File: src/rtl/cpu_bus_pkg.sv
// Shared definitions for the two-master data-memory arbiter.
package cpu_bus_pkg;

  // Arbiter sequencing states.
  typedef enum logic [1:0] {
    ST_IDLE   = 2'd0,
    ST_ACCESS = 2'd1,
    ST_ACK    = 2'd2
  } arb_state_e;

  // Master indices, also the encoding of the owner output.
  localparam logic MST_CPU    = 1'b0;
  localparam logic MST_LOADER = 1'b1;

endpackage

File: src/rtl/rr_arb2.sv
// Two-way round-robin tie-break: a lone requester wins outright, on a tie
// the master that did not win last time is chosen.
module rr_arb2
  import cpu_bus_pkg::*;
(
  input  logic req0,
  input  logic req1,
  input  logic last_owner,
  output logic winner
);

  // Pure combinational pick; with no request the last owner is held.
  always_comb begin
    winner = last_owner;
    if (req0 && !req1) begin
      winner = MST_CPU;
    end else if (req1 && !req0) begin
      winner = MST_LOADER;
    end else if (req0 && req1) begin
      winner = ~last_owner;
    end
  end

endmodule

File: src/rtl/mem_arbiter.sv
// Two-master arbiter in front of a single-port word memory.
//
//   state     | meaning
//   ----------+-------------------------------------------------------------
//   ST_IDLE   | waiting for a request; arbitrate and latch the winner's fields
//   ST_ACCESS | drive memory from latched fields; capture read data at exit
//   ST_ACK    | one-cycle ack/err/rdata pulse to the owner only
module mem_arbiter
  import cpu_bus_pkg::*;
#(
  parameter int ADDR_WIDTH = 10
) (
  input  logic                  clk,
  input  logic                  rst,
  input  logic                  m0_req,
  input  logic                  m0_we,
  input  logic [31:0]           m0_addr,
  input  logic [31:0]           m0_wdata,
  output logic [31:0]           m0_rdata,
  output logic                  m0_ack,
  output logic                  m0_err,
  input  logic                  m1_req,
  input  logic                  m1_we,
  input  logic [31:0]           m1_addr,
  input  logic [31:0]           m1_wdata,
  output logic [31:0]           m1_rdata,
  output logic                  m1_ack,
  output logic                  m1_err,
  output logic                  mem_we,
  output logic [ADDR_WIDTH-1:0] mem_addr,
  output logic [31:0]           mem_wdata,
  input  logic [31:0]           mem_rdata,
  output logic                  owner
);

  arb_state_e            state_q, state_d;
  logic                  owner_q, owner_d;
  logic                  we_q, we_d;
  logic [ADDR_WIDTH-1:0] addr_q, addr_d;
  logic [31:0]           wdata_q, wdata_d;
  logic                  range_q, range_d;
  logic [31:0]           rdata_q, rdata_d;

  logic                  grant;
  logic                  sel_we;
  logic [31:0]           sel_addr;
  logic [31:0]           sel_wdata;
  logic                  unused_addr_lsbs;

  rr_arb2 u_rr_arb2 (
    .req0       (m0_req),
    .req1       (m1_req),
    .last_owner (owner_q),
    .winner     (grant)
  );

  assign sel_we    = grant ? m1_we    : m0_we;
  assign sel_addr  = grant ? m1_addr  : m0_addr;
  assign sel_wdata = grant ? m1_wdata : m0_wdata;

  // Byte lanes are not used: every access is a full word.
  assign unused_addr_lsbs = ^sel_addr[1:0];

  // Next-state logic: arbitrate and latch in IDLE, capture read data in ACCESS.
  always_comb begin
    state_d = state_q;
    owner_d = owner_q;
    we_d    = we_q;
    addr_d  = addr_q;
    wdata_d = wdata_q;
    range_d = range_q;
    rdata_d = rdata_q;
    case (state_q)
      ST_IDLE: begin
        if (m0_req || m1_req) begin
          state_d = ST_ACCESS;
          owner_d = grant;
          we_d    = sel_we;
          addr_d  = sel_addr[ADDR_WIDTH+1:2];
          wdata_d = sel_wdata;
          range_d = (sel_addr[31:ADDR_WIDTH+2] == '0);
        end
      end
      ST_ACCESS: begin
        state_d = ST_ACK;
        rdata_d = (range_q && !we_q) ? mem_rdata : 32'd0;
      end
      ST_ACK: begin
        state_d = ST_IDLE;
      end
      default: begin
        state_d = ST_IDLE;
      end
    endcase
  end

  // Output decode; mem_we is gated by rst so an aborted write never lands.
  always_comb begin
    mem_we    = 1'b0;
    mem_addr  = '0;
    mem_wdata = 32'd0;
    m0_ack    = 1'b0;
    m1_ack    = 1'b0;
    m0_err    = 1'b0;
    m1_err    = 1'b0;
    m0_rdata  = 32'd0;
    m1_rdata  = 32'd0;
    if (state_q == ST_ACCESS) begin
      mem_we    = we_q && range_q && !rst;
      mem_addr  = addr_q;
      mem_wdata = wdata_q;
    end
    if (state_q == ST_ACK) begin
      if (owner_q == MST_LOADER) begin
        m1_ack   = 1'b1;
        m1_err   = !range_q;
        m1_rdata = rdata_q;
      end else begin
        m0_ack   = 1'b1;
        m0_err   = !range_q;
        m0_rdata = rdata_q;
      end
    end
  end

  assign owner = owner_q;

  // State and datapath registers; owner resets to the loader so the CPU wins the first tie.
  always_ff @(posedge clk) begin
    if (rst) begin
      state_q <= ST_IDLE;
      owner_q <= MST_LOADER;
      we_q    <= 1'b0;
      addr_q  <= '0;
      wdata_q <= 32'd0;
      range_q <= 1'b0;
      rdata_q <= 32'd0;
    end else begin
      state_q <= state_d;
      owner_q <= owner_d;
      we_q    <= we_d;
      addr_q  <= addr_d;
      wdata_q <= wdata_d;
      range_q <= range_d;
      rdata_q <= rdata_d;
    end
  end

endmodule

File: config.mk
export PLATFORM = sky130hd
export DESIGN_NAME = mem_arbiter
export DESIGN_NICKNAME = d
export VERILOG_FILES = /design/src/rtl/cpu_bus_pkg.sv /design/src/rtl/rr_arb2.sv /design/src/rtl/mem_arbiter.sv
export SDC_FILE = /design/constraint.sdc
export NUM_CORES = 1
export LEC_CHECK = 0
export CORE_MARGIN = 3
export CORE_UTILIZATION = 35
export CTS_BUF_LIST = sky130_fd_sc_hd__clkbuf_8
export CTS_CLUSTER_SIZE = 12
export DETAILED_ROUTE_END_ITERATION = 6
export GPL_TIMING_DRIVEN = 0
export PLACE_DENSITY = 0.92
export SETUP_SLACK_MARGIN = 0.02
export SLEW_MARGIN = 20
export SYNTH_ARGS = -nofsm -noshare
export SYNTH_HDL_FRONTEND = slang
export SYNTH_HIERARCHICAL = 1
export SYNTH_SLANG_ARGS = --single-unit
export TNS_END_PERCENT = 10
File: constraint.sdc
create_clock -name clk -period 2.84 [get_ports clk]
set_input_delay 0.568 -clock clk [delete_from_list [all_inputs] [get_ports clk]]
set_output_delay 0.568 -clock clk [all_outputs]
set_load 0.01 [all_outputs]
==> run_results.csv <==
group,metric,value,unit
outcome,status,"finished, final reports clean",
sta,rsz0062_at_grt,"true",
floorplanning,die_w,112,um
setup_path,r2r_cells,6,
yosys,avgSynthCellArea,8.66,sq um
clock_network,cts_hold_buf,0,
floorplanning,dieArea,0.0126,sq mm
min_path,min_to,"wdata_q[15]",
clock_network,clock-root-buffer,"clkbuf_8",
sta,tightest_slew,0.562,ns
power,pwr-share-clk,0.276,
sta,fin_crit_sh,0.943,
power,switchingPower,724,uW
sta,setup_slack,0.163,ns
yosys,synthCells,457,
yosys,ys.flop_type,"dfxtp_1",
finish,n_antenna_cell,0,
power,p_per_area,376,mW/mm^2
sta,hold_ws,0.498,ns
drt,drc_errors,0,
drt,viasPerCell,4.98,
flow_run,maxCapViolations,0,
finish,design_area,0.00705,sq mm
clock_network,cts.sinks,79,
finish,syn_to_final_growth,78.0,%
yosys,ys_ff_latch,79,
finish,fin_util,0.644,
yosys,synth-edff-count,0,
global_route,antenna_found_initial,0,
place,globalplace.congestion,0.889,
yosys,synth_nets,623,
clock_network,cts_tree,"done",
global_route,grt_pass1_wl,22300,um
sta,fmax,374,MHz
sta,finalHoldViolCount,0,
finish,drive_gt1_frac,0.0553,
clock_network,post_cts.repair.setup_buffers,0,
floorplanning,io_pins,278,
finish,nets,905,
place,place_area,0.00686,sq mm
floorplanning,rows,38,
drt,routedWlPerCell,16.2,um
power,max-vdd-ir-drop,0.185,mV
min_path,hold_path_depth,2,
sta,finClkSkew,0.00608,ns
global_route,grtUsageTotal,0.218,
setup_path,crit_type,"reg2out",
yosys,synth-seq-area-share,0.399,
clock_network,cts_made_buffers,9,
setup_path,required,2.27,ns
floorplanning,core_area,0.0109,sq mm
power,p_comb_frac,0.260,
global_route,grt_pass1_vias,4554,
drt,num_vias,4394,
clock_network,clock_path_buffers,2,
setup_path,cp.arrival,2.11,ns
drt,drtPass1Iterations,4,
drt,detail-route-antenna-nets,0,
global_route,grt_max_degree,12,
setup_path,ff2ff_setup_slack,0.86,ns
place,port_buffers,272,
setup_path,cp-end-kind,"primary output",
sta,slew_headroom,0.626,
global_route,grt_overflow,0,
power,power_frac_seq,0.464,
min_path,hold_start,"wdata_q[15]",
clock_network,h-tree-depth,3,
setup_path,reg2reg_to,"range_q",
yosys,yosysWarnings,6,
min_path,hold_path_class,"reg2reg",
drt,routed_wl,14300,um
yosys,ys_types,27,
place,hpwl,11600,um
power,switching_share,0.273,
yosys,ys_async_sr_fraction,0,
setup_path,r2r-start,"owner",
floorplanning,die-height,112,um
sta,period_minus_slack,2.68,ns
drt,drt_iter0_drc,172,
sta,slew_viol_final,0,
power,p_leak,2.75,nW
setup_path,path_max_fanout,10,
place,place_ws,0.136,ns
clock_network,clk_pin_slew,0.07,ns
setup_path,crit_path_start_kind,"flip-flop",
power,p_int,1.93,mW
sta,setup_viol,0,
yosys,synth_area,0.00396,sq mm
clock_network,clock_latency,0.35,ns
floorplanning,initial_core_util,0.362,
==> cell usage in the layout, fill, tap and decap left out, types with 2 or more instances in the layout <==
cell	Yosys	layout
nor3b_4	1	2
o21ai_0	2	2
and2_1	106	106
buf_2	11	11
clkbuf_2	0	7
nor2_1	80	80
clkbuf_1	24	16
inv_1	1	3
buf_4	4	4
clkdlybuf4s50_1	0	272
buf_6	3	3
nor2b_1	3	2
clkbuf_8	0	11
a211oi_1	43	43
nand2_1	4	4
dfxtp_1	79	79
a22oi_1	32	32
nor4_1	8	8
mux2i_1	44	44
nand4_1	2	2
==> cell families (layout without fill, tap and decap cells) <==
logic type	count (synthesis)	count (layout)	synth area share
simple gates	211	211	0.286
buf+inv	43	328	0.0537
compound gates	80	80	0.150
mux	44	44	0.111
flops	79	79	0.399
==> layer usage <==
| layer | global-route usage | vias to the layer above | wire (um) |
|---|---|---|---|
| li1 | - | 2140 | - |
| met1 | 0.244 | 2031 | 5710 |
| met2 | 0.393 | 200 | 7190 |
| met3 | 0.0604 | 23 | 1120 |
| met4 | 0.0841 | 0 | 309 |
| met5 | 0 | - | 0 |
==> worst max-delay path by stage <==
stage	start	to	slack [ns]
floorplan	owner	m1_rdata[22]	1.03
global placement	state_q[1]	m0_rdata[3]	0.1
detailed placement	state_q[1]	m0_rdata[14]	0.14
CTS	state_q[1]	m0_rdata[14]	0.0007
global route	state_q[1]	m0_rdata[30]	-0.02
finish	state_q[1]	m0_rdata[30]	0.16
==> Yosys cell counts (all sizes together) (2+ instances only) <==
cell    number  area, sq um
and2       106          663
nor2        80          300
dfxtp       79         1580
mux2i       44          440
a211oi      43          323
a22oi       32          240
clkbuf      24         90.1
buf         18          119
nor4         8         50.1
nand2        4         15.0
nor2b        3         18.8
nand4        2         12.5
nor3b        2         26.3
o21ai        2         10.0
==> registers in the layout, indices dropped and copies added (netlist names) <==
name / flops
we_q: 1
range_q: 1
rdata_q: 32
wdata_q: 32
owner: 1
state_q: 2
addr_q: 10
==> per-stage QoR <==
step	std cells	setup TNS, ns	total power, mW
2_1_floorplan	457	0	1.55
3_3_place_gp	869	0	1.92
3_5_place_dp	869	0	1.94
4_1_cts	883	0	2.67
5_1_grt	882	-0.0237	2.78
6_report	882	0	2.65
==> worst max-delay path, stage by stage (launching register included) <==
cell and delay (ns):
dfxtp_1 0.42, nor3b_4 0.38, buf_2 0.27, and2_1 0.17
clkdlybuf4s50_1 0.54
==> repair_timing <==
action	in CTS	in global routing
endpoints found under the setup margin	80	88
gates resized for setup	6	9
cloned	0	0
==> power by group through the flow <==
stage               Sequential (mW)  Clock [mW]  Combinational [mW]
floorplan                      1.24           0               0.311
global placement               1.25           0               0.670
detailed placement             1.25           0               0.685
CTS                            1.23       0.749               0.691
global route                   1.24       0.794               0.745
finish                         1.23       0.732               0.688
==> cell type report <==
class                   instances  area (sq um)
clock inverters                 3          12.5
well taps                     140           175
plain buffers                  41           214
repair buffers                272          2720
inverters                       1          3.75
fillers                       922          3890
flip-flops and latches         79          1580
clock buffers                  11           151
multi-input cells             335          2180
Power figures use the tool's default switching activity.
